[src/rtl/uart_pkg.sv]
// Shared UART definitions: FSM state encoding, parity modes and bit-period helper.
// Kept free of transmitter specifics so a receiver can import it unchanged.
package uart_pkg;

    typedef enum logic [2:0] {
        ST_IDLE,
        ST_START,
        ST_DATA,
        ST_PARITY,
        ST_STOP
    } uart_state_t;

    localparam int PAR_NONE = 0;
    localparam int PAR_EVEN = 1;
    localparam int PAR_ODD  = 2;

    // Truncate at both divisions so the period is a whole number of 16x ticks.
    function automatic int bit_cycles(input int clk_freq, input int baud);
        return 16 * (clk_freq / (baud * 16));
    endfunction

endpackage

[src/rtl/uart_baud_gen.sv]
// Bit-period timer: pulses bit_end on the last cycle of every bit while run is high.
// restart reloads the count so a new frame always begins with a full bit period.
module uart_baud_gen #(
    parameter int BIT_CYC = 5200
) (
    input  logic clk,
    input  logic rst,
    input  logic restart,
    input  logic run,
    output logic bit_end
);

    localparam int CW = (BIT_CYC > 1) ? $clog2(BIT_CYC) : 1;
    localparam logic [CW-1:0] RELOAD = CW'(BIT_CYC - 1);

    logic [CW-1:0] cnt;

    // NOTE: sequential state is written with <= only, so every always_ff reads pre-edge values.
    always_ff @(posedge clk) begin
        if (rst) begin
            cnt <= '0;
        end else if (restart) begin
            cnt <= RELOAD;
        end else if (!run) begin
            cnt <= '0;
        end else if (cnt == '0) begin
            cnt <= RELOAD;
        end else begin
            cnt <= cnt - 1'b1;
        end
    end

    assign bit_end = run && (cnt == '0);

endmodule

[src/rtl/uart_tx.sv]
// UART transmitter: one-entry holding register feeding a shift FSM, 8 data bits LSB first,
// optional parity and one or two stop bits; back-to-back frames leave no idle gap.
module uart_tx
    import uart_pkg::*;
#(
    parameter int CLK_FREQ  = 100000000,
    parameter int BAUD      = 19200,
    parameter int PARITY    = 0,
    parameter int STOP_BITS = 1
) (
    input  logic       clk,
    input  logic       rst,
    input  logic [7:0] tx_data,
    input  logic       tx_valid,
    output logic       tx_ready,
    output logic       sout,
    output logic       busy
);

    localparam int   BIT_CYC   = bit_cycles(CLK_FREQ, BAUD);
    localparam logic ODD       = (PARITY == PAR_ODD);
    localparam logic LAST_STOP = (STOP_BITS == 2);

    uart_state_t state;
    logic [7:0]  hold;
    logic        hold_full;
    logic [7:0]  shifter;
    logic        par_bit;
    logic [2:0]  bit_idx;
    logic        stop_idx;

    logic bit_end;
    logic take;
    logic last_stop;
    logic xfer;
    logic hold_full_next;

    // NOTE: every always_comb output gets a value first, so no path can infer a latch.
    always_comb begin
        take           = tx_valid && tx_ready;
        last_stop      = (state == ST_STOP) && bit_end && (stop_idx == LAST_STOP);
        xfer           = hold_full && ((state == ST_IDLE) || last_stop);
        hold_full_next = hold_full;
        if (xfer) begin
            hold_full_next = 1'b0;
        end else if (take) begin
            hold_full_next = 1'b1;
        end
    end

    uart_baud_gen #(
        .BIT_CYC (BIT_CYC)
    ) u_baud (
        .clk     (clk),
        .rst     (rst),
        .restart (xfer),
        .run     (state != ST_IDLE),
        .bit_end (bit_end)
    );

    always_ff @(posedge clk) begin
        if (rst) begin
            state     <= ST_IDLE;
            sout      <= 1'b1;
            tx_ready  <= 1'b1;
            hold      <= '0;
            hold_full <= 1'b0;
            shifter   <= '0;
            par_bit   <= 1'b0;
            bit_idx   <= '0;
            stop_idx  <= 1'b0;
        end else begin
            hold_full <= hold_full_next;
            tx_ready  <= !hold_full_next;
            if (take) begin
                hold <= tx_data;
            end

            // sout is driven from the current state, so the line trails the FSM by one cycle.
            unique case (state)
                ST_IDLE: begin
                    sout <= 1'b1;
                end
                ST_START: begin
                    sout <= 1'b0;
                    if (bit_end) begin
                        state <= ST_DATA;
                    end
                end
                ST_DATA: begin
                    sout <= shifter[0];
                    if (bit_end) begin
                        shifter <= {1'b0, shifter[7:1]};
                        bit_idx <= bit_idx + 3'd1;
                        if (bit_idx == 3'd7) begin
                            state <= (PARITY != PAR_NONE) ? ST_PARITY : ST_STOP;
                        end
                    end
                end
                ST_PARITY: begin
                    sout <= par_bit;
                    if (bit_end) begin
                        state <= ST_STOP;
                    end
                end
                ST_STOP: begin
                    sout <= 1'b1;
                    if (bit_end) begin
                        if (last_stop) begin
                            stop_idx <= 1'b0;
                            state    <= ST_IDLE;
                        end else begin
                            stop_idx <= 1'b1;
                        end
                    end
                end
                default: begin
                    state <= ST_IDLE;
                    sout  <= 1'b1;
                end
            endcase

            // Placed after the case so a transfer out of the final stop bit overrides ST_IDLE.
            if (xfer) begin
                state   <= ST_START;
                shifter <= hold;
                par_bit <= (^hold) ^ ODD;
            end
        end
    end

    assign busy = (state != ST_IDLE) || hold_full;

endmodule

[config.mk]
export PLATFORM = sky130hd
export DESIGN_NAME = uart_tx
export DESIGN_NICKNAME = d
export VERILOG_FILES = /design/src/rtl/uart_pkg.sv /design/src/rtl/uart_baud_gen.sv /design/src/rtl/uart_tx.sv
export SDC_FILE = /design/constraint.sdc
export NUM_CORES = 1
export LEC_CHECK = 0
export ABC_AREA = 1
export CAP_MARGIN = 20
export CORE_MARGIN = 2
export CORE_UTILIZATION = 45
export CTS_CLUSTER_SIZE = 20
export DETAILED_ROUTE_END_ITERATION = 8
export GPL_TIMING_DRIVEN = 0
export PLACE_DENSITY = 0.66
export SLEW_MARGIN = 20
export SYNTH_ARGS = -nofsm -noshare
export SYNTH_HDL_FRONTEND = slang
export SYNTH_HIERARCHICAL = 1
export SYNTH_SLANG_ARGS = --single-unit
[constraint.sdc]
create_clock -name clk -period 1.7 [get_ports clk]
set_input_delay 0.34 -clock clk [delete_from_list [all_inputs] [get_ports clk]]
set_output_delay 0.34 -clock clk [all_outputs]
set_load 0.02 [all_outputs]
# Word-level counts from Yosys, hierarchy flattened
# Cells that the tools add are included.
totals:
  reg_bits: 40
  wordCells: 74
  input_bits: 11
  out_inout_bits: 3
classes:
  n_reduce_logical: 21
  n_bitwise: 3
  eq_ne: 18
  n_addsub: 2
  n_mux: 18
op_table:
  columns: ["cell", "n"]
  rows:
  - ["$mux W13", 3]
  - ["$mux W8", 3]
  - ["$mux W3", 6]
  - ["$ne A3 B2 Y1 const B", 6]
  - ["$pmux W3 S5", 1]
  - ["$reduce_and A7 Y1", 2]
  - ["$logic_not A13 Y1", 1]
  - ["$sub A13 B1 Y13 const B", 1]
  - ["$ne A2 B2 Y1 const B", 6]
  - ["$reduce_xor A8 Y1", 1]
  - ["$eq A3 B2 Y1 const B", 2]
  - ["$eq A3 B3 Y1 const B", 2]
  - ["$reduce_and A2 Y1", 3]
  - ["$logic_and A1 B1 Y1", 5]
  - ["$mux W1", 4]
  - ["$reduce_bool A2 Y1", 2]
  - ["$reduce_or A4 Y1", 1]
  - ["$add A3 B1 Y3 const B", 1]
  - ["$eq A3 B1 Y1 const B", 1]
  - ["$logic_not A3 Y1", 1]
  - ["$not A1 Y1", 3]
  - ["$pmux W1 S3", 1]
  - ["$reduce_bool A3 Y1", 1]
  - ["$logic_or A1 B1 Y1", 2]
  - ["other kinds (3)", 3]

# Longest topological paths before layout
logic_depth:
  word_depth: 8
  mapped_depth: 14
  depth_no_buf: 14

# Hierarchy
# The synthesis kept the hierarchy.
modules_own_cells:
  columns: ["mod", "cells_per_inst", "n_inst", "seq_area_each_um2", "area_per_inst_um2"]
  rows:
  - ["uart_tx", 202, 1, 540.5, 1422.6]
  - ["uart_baud_gen", 107, 1, 260.2, 740.7]

# Least setup slack after synthesis
# No wires, ideal clock.
synth_path:
  kind: "register to register"
  start: "register state[0]"
  end: "register u_baud.cnt[7]"
  path_stages_with_launch: 14
  t_required_ps: 1584
  period_less_slack_ps: 1845
  path_slack_ps: -145
  setup_time_ps: 116
  arrival_ps: 1729
  path_buffers: 0
  path_cell_list: "dfxtp_1 -> inv_2 -> nand2_2 -> nor2_1 -> inv_1 -> nand4_1 -> inv_1 -> nand2_1 -> nand2_4 -> nand2_8 -> inv_2 -> inv_1 -> nand3_2 -> nor2_1"
synth_between:
  elab_chain_cells: 7
  elab_cells_between_ends: 10
  cone_classes: "eq/ne (1); bitwise (1); reduce/logical (8)"
synth_rtl:
  columns: ["item", "line_no", "rtl"]
  rows:
  - ["start: declaration", "uart_tx.sv:24", "uart_state_t state;"]
  - ["start signal: assignment", "uart_tx.sv:96", "state <= (PARITY != PAR_NONE) ? ST_PARITY : ST_STOP;"]
  - ["$reduce_bool A3 Y1", "uart_tx.sv:57", ".run (state != ST_IDLE),"]
  - ["$logic_and A1 B1 Y1", "uart_baud_gen.sv:33", "assign bit_end = run && (cnt == '0);"]
  - ["named net bit_end", "uart_tx.sv:32", "logic bit_end;"]
  - ["$logic_and A1 B1 Y1 (2 in a row)", "uart_tx.sv:41", "last_stop = (state == ST_STOP) && bit_end && (stop_idx == LAST_STOP);"]
  - ["$logic_or A1 B1 Y1", "uart_tx.sv:42", "xfer = hold_full && ((state == ST_IDLE) || last_stop);"]
  - ["$logic_and A1 B1 Y1", "uart_tx.sv:42", null]
  - ["named net xfer", "uart_tx.sv:35", "logic xfer;"]
  - ["$reduce_or A4 Y1 (no source line)", null, null]
  - ["end signal: assignment", "uart_baud_gen.sv:29", "cnt <= cnt - 1'b1;"]
  - ["end: declaration", "uart_baud_gen.sv:16", "logic [CW-1:0] cnt;"]
# The timed path passes the listed nets, and every way through them passes these cells.
# A chain may end at the register's enable or synchronous reset.

# Worst setup path after layout
layout_path:
  start: "register u_baud.cnt[1]"
  end: "register shifter[5]"
layout_between:
  elab_chain_cells: 8
  elab_cells_between_ends: 10
  cone_classes: "mux (1); reduce/logical (9)"
layout_rtl:
  columns: ["item", "line_no", "rtl"]
  rows:
  - ["$logic_not A13 Y1 (*)", "uart_baud_gen.sv:33", null]
  - ["$logic_and A1 B1 Y1 (*)", "uart_baud_gen.sv:33", null]
  - ["named net bit_end", "uart_tx.sv:32", null]
  - ["$logic_and A1 B1 Y1 (2 in a row)", "uart_tx.sv:41", null]
  - ["$logic_or A1 B1 Y1", "uart_tx.sv:42", null]
  - ["$logic_and A1 B1 Y1", "uart_tx.sv:42", null]
  - ["$reduce_bool A2 Y1 (no source line)", null, null]
  - ["$reduce_and A2 Y1 (no source line)", null, null]
  - ["end signal: assignment", "uart_tx.sv:93", "shifter <= {1'b0, shifter[7:1]};"]
  - ["end signal: assignment", "uart_tx.sv:126", "shifter <= hold;"]
  - ["end: declaration", "uart_tx.sv:27", "logic [7:0] shifter;"]
# The timed path passes the listed nets; every way through them passes the cells marked *.

==> flow_summary.ini <==
[layout]
n_fill_cell = 431
syn_to_final_growth_pct = 26.1
final_cell_mix = nand2_1 (85), inv_1 (36), dfxtp_1 (34), nand3_1 (24), nor2_1 (23)
final_core_util_pct = 58.2
drive_above_1_share_pct = 25.0
ff_latch_area_um2 = 816
final_common_cell = nand2_1
fin_nets = 362
num_antenna_cells = 0
final_area_um2 = 2730
multi_input_area_um2 = 1260

[die]
die_h_um = 73.3
ios = 14
die_x_um = 73.3
fp.coreArea_um2 = 4690
start_util_pct = 46.1
rows = 25
die_area_um2 = 5380

[pwr]
p_int_mw = 2.57
net-switching-power_mw = 1.94
switching_share_pct = 43.1
comb_power_share_pct = 57.5
powerDensity_nw_per_um2 = 1650
ir_drop_v = 0.00120
pwr-share-clk_pct = 13.3
power_leakage_nw = 1.26
seqPwrFrac_pct = 29.3

[route]
post_drt_wl_per_cell_um = 10.8
drt_wl_total_mm = 4.34
met3WireLength_um = 124
drc = 0
highest_layer = met4
wl_met2_mm = 1.84
vias = 1893
ant_nets = 0
drt_iter0_drc = 65
vias_per_cell = 4.71
wl_met1_mm = 2.30
first_pass_iters = 4

[placed_design]
post-dp-hpwl_mm = 3.03
place_area_um2 = 2370
place_congestion = 0.765
io_buffers = 13

[clock_tree]
clock-root-buffer = clkbuf_8
path_clk_slew_ps = 70
cts_buffer_depth = 2
numCtsBuffers = 5
cts_max_level = 2
clock_sinks = 40
clk_latency_ps = 290
cts_hold_buffers = 0
cts_tree = done

[grt]
grt_pass1_wl_mm = 7.16
grt_pass1_vias = 1617
grt_max_degree = 12
grt_usage_pct = 17.4
grt-ovfl-total = 0
antenna_found_initial = 0

[setup_path]
start_kind = flop
critPathTopFamily = simple AND/OR/NAND/NOR gates
max_stage_delay_ps = 330
crit_type = flop to flop
worstPathBufferInverterCount = 3
crit_fanout = 5
critPathArrivalTime_ps = 1880
cpMostUsedCell = nand2_4
end_kind = flop
cp.required_ps = 1930
crit_chain = inv_2 -> ha_4 -> nand2_4 -> nor2_4 -> nand4_1 -> inv_2 -> nand2_4 -> nand2_8 -> nand2_8 -> buf_12 -> nand2_4 -> nand3_2 -> a21oi_2
crit_slowest_cell = dfxtp_2

[timing]
finalCritPeriodShare_pct = 97.2
fmax_mhz = 605
setup_violations = 0
skew_ps = 4.86
hold_violations = 0
worst_pin_slew_ps = 581
min_period_ps = 1650
slew_viol_final = 0
worst_slew_margin_rel_pct = 61.3
rsz0062_at_grt = true

[logic_synthesis]
mappedNetlistNets = 323
ys_types = 27
postSynthAreaPerCell_um2 = 7.00
ys_seq_area_share_pct = 37.0
ys_seq_elements = 40
synth_area_um2 = 2160
synth-warning-count = 6
netlist_instances = 309

[run_status]
outcome = finished clean

[job]
maxCapViolCount = 0

[hold_path]
hold_class = flop to flop
-- repair_timing --
| action | CTS | global route |
|---|---|---|
| endpoints found under the hold margin | 0 | 0 |
| gates resized for setup | 13 | 23 |
| cloned | 0 | 2 |
| endpoints found under the setup margin | 30 | 29 |
| setup buffers | 4 | 13 |
| pin swaps | 1 | 11 |
-- routing by layer --
layer	up-vias	GRT usage [%]
met2	24	26.0
met5	-	0
met3	6	4.12
met4	0	7.27
li1	1044	-
met1	819	24.2
-- power groups by stage --
stage          registers [mW]  logic (mW)  clock network, mW
4_1_cts                  1.32        2.14              0.620
6_report                 1.32        2.59              0.598
3_3_place_gp             1.33        1.99                  0
5_1_grt                  1.35        2.87              0.660
3_5_place_dp             1.33        2.01                  0
2_1_floorplan            1.31        1.65                  0
-- worst paths after layout --
kind	start	to	slack, ps	depth (start not counted)
max	u_baud/cnt[1]	shifter[5]	50	13
min	shifter[7]	shifter[7]	480	2
max reg2reg	u_baud/cnt[1]	shifter[5]	50	13
min reg2reg	shifter[7]	shifter[7]	480	2
-- state kept, by name, summed over array words and instances, names as in the netlist --
name and count:
tx_ready 1, hold_full 1, stop_idx 1, state 3, bit_idx 3, u_baud/cnt 13
sout 1, shifter 8, par_bit 1, hold 8
-- worst min-delay path: cells and delay by family (launching register included) --
family | cells | cell delay [ps]
flops | 1 | 310
compound gates | 1 | 50
simple gates | 1 | 70
-- cells in the mapped netlist --
master | number | area share [%]
nand2_1 | 88 | 15
nand2_4 | 4 | 2.1
a21oi_1 | 18 | 4.2
ha_1 | 3 | 1.7
xor2_1 | 4 | 1.6
nand4_1 | 2 | 0.58
nor2_1 | 24 | 4.2
nor2_8 | 1 | 0.93
dfxtp_1 | 40 | 37
or2_2 | 1 | 0.29
inv_1 | 41 | 7.1
a31oi_1 | 2 | 0.58
nand3_2 | 8 | 3.7
o21ai_0 | 14 | 3.2
nand3_1 | 25 | 5.8
nand2_8 | 1 | 0.93
buf_12 | 1 | 0.93
a21oi_2 | 3 | 1.2
nor2_4 | 3 | 1.6
nor3_1 | 2 | 0.46
inv_2 | 4 | 0.69
clkbuf_1 | 3 | 0.52
xnor2_1 | 2 | 0.81
nand2_2 | 5 | 1.4
nand3b_1 | 1 | 0.35
buf_6 | 1 | 0.52
nor2_2 | 8 | 2.3
-- per-stage QoR --
stage	hold WS (ps)	TNS [ps]	worst slack (ps)	cells	power, mW
floorplan	427	0	15.6	309	2.96
global placement	436	-4500	-241	376	3.32
detailed placement	441	-4870	-254	376	3.34
CTS	453	0	11.6	387	4.08
global route	501	-1000	-67.3	402	4.87
finish	475	0	48.4	402	4.51
-- cell families after synthesis --
group / Yosys count / share of synthesized area [%]
AO/OA/AOI/OAI: 37 / 9.20
XOR/XNOR: 6 / 2.43
adder cells (fa/ha/maj): 3 / 1.74
buffers and inverters: 50 / 9.77
flip-flops: 40 / 37.0
AND/OR/NAND/NOR: 173 / 39.9
-- area by class of cell --
type / count / area share, %
Buffer: 5 / 1.56
Clock buffer: 6 / 2.66
Clock inverter: 1 / 0.183
Inverter: 45 / 6.65
Multi-Input combinational cell: 220 / 46.3
Sequential cell: 40 / 29.9
Tap cell: 54 / 2.48
Timing Repair Buffer: 31 / 10.3
(Power assumes the default switching activity.)
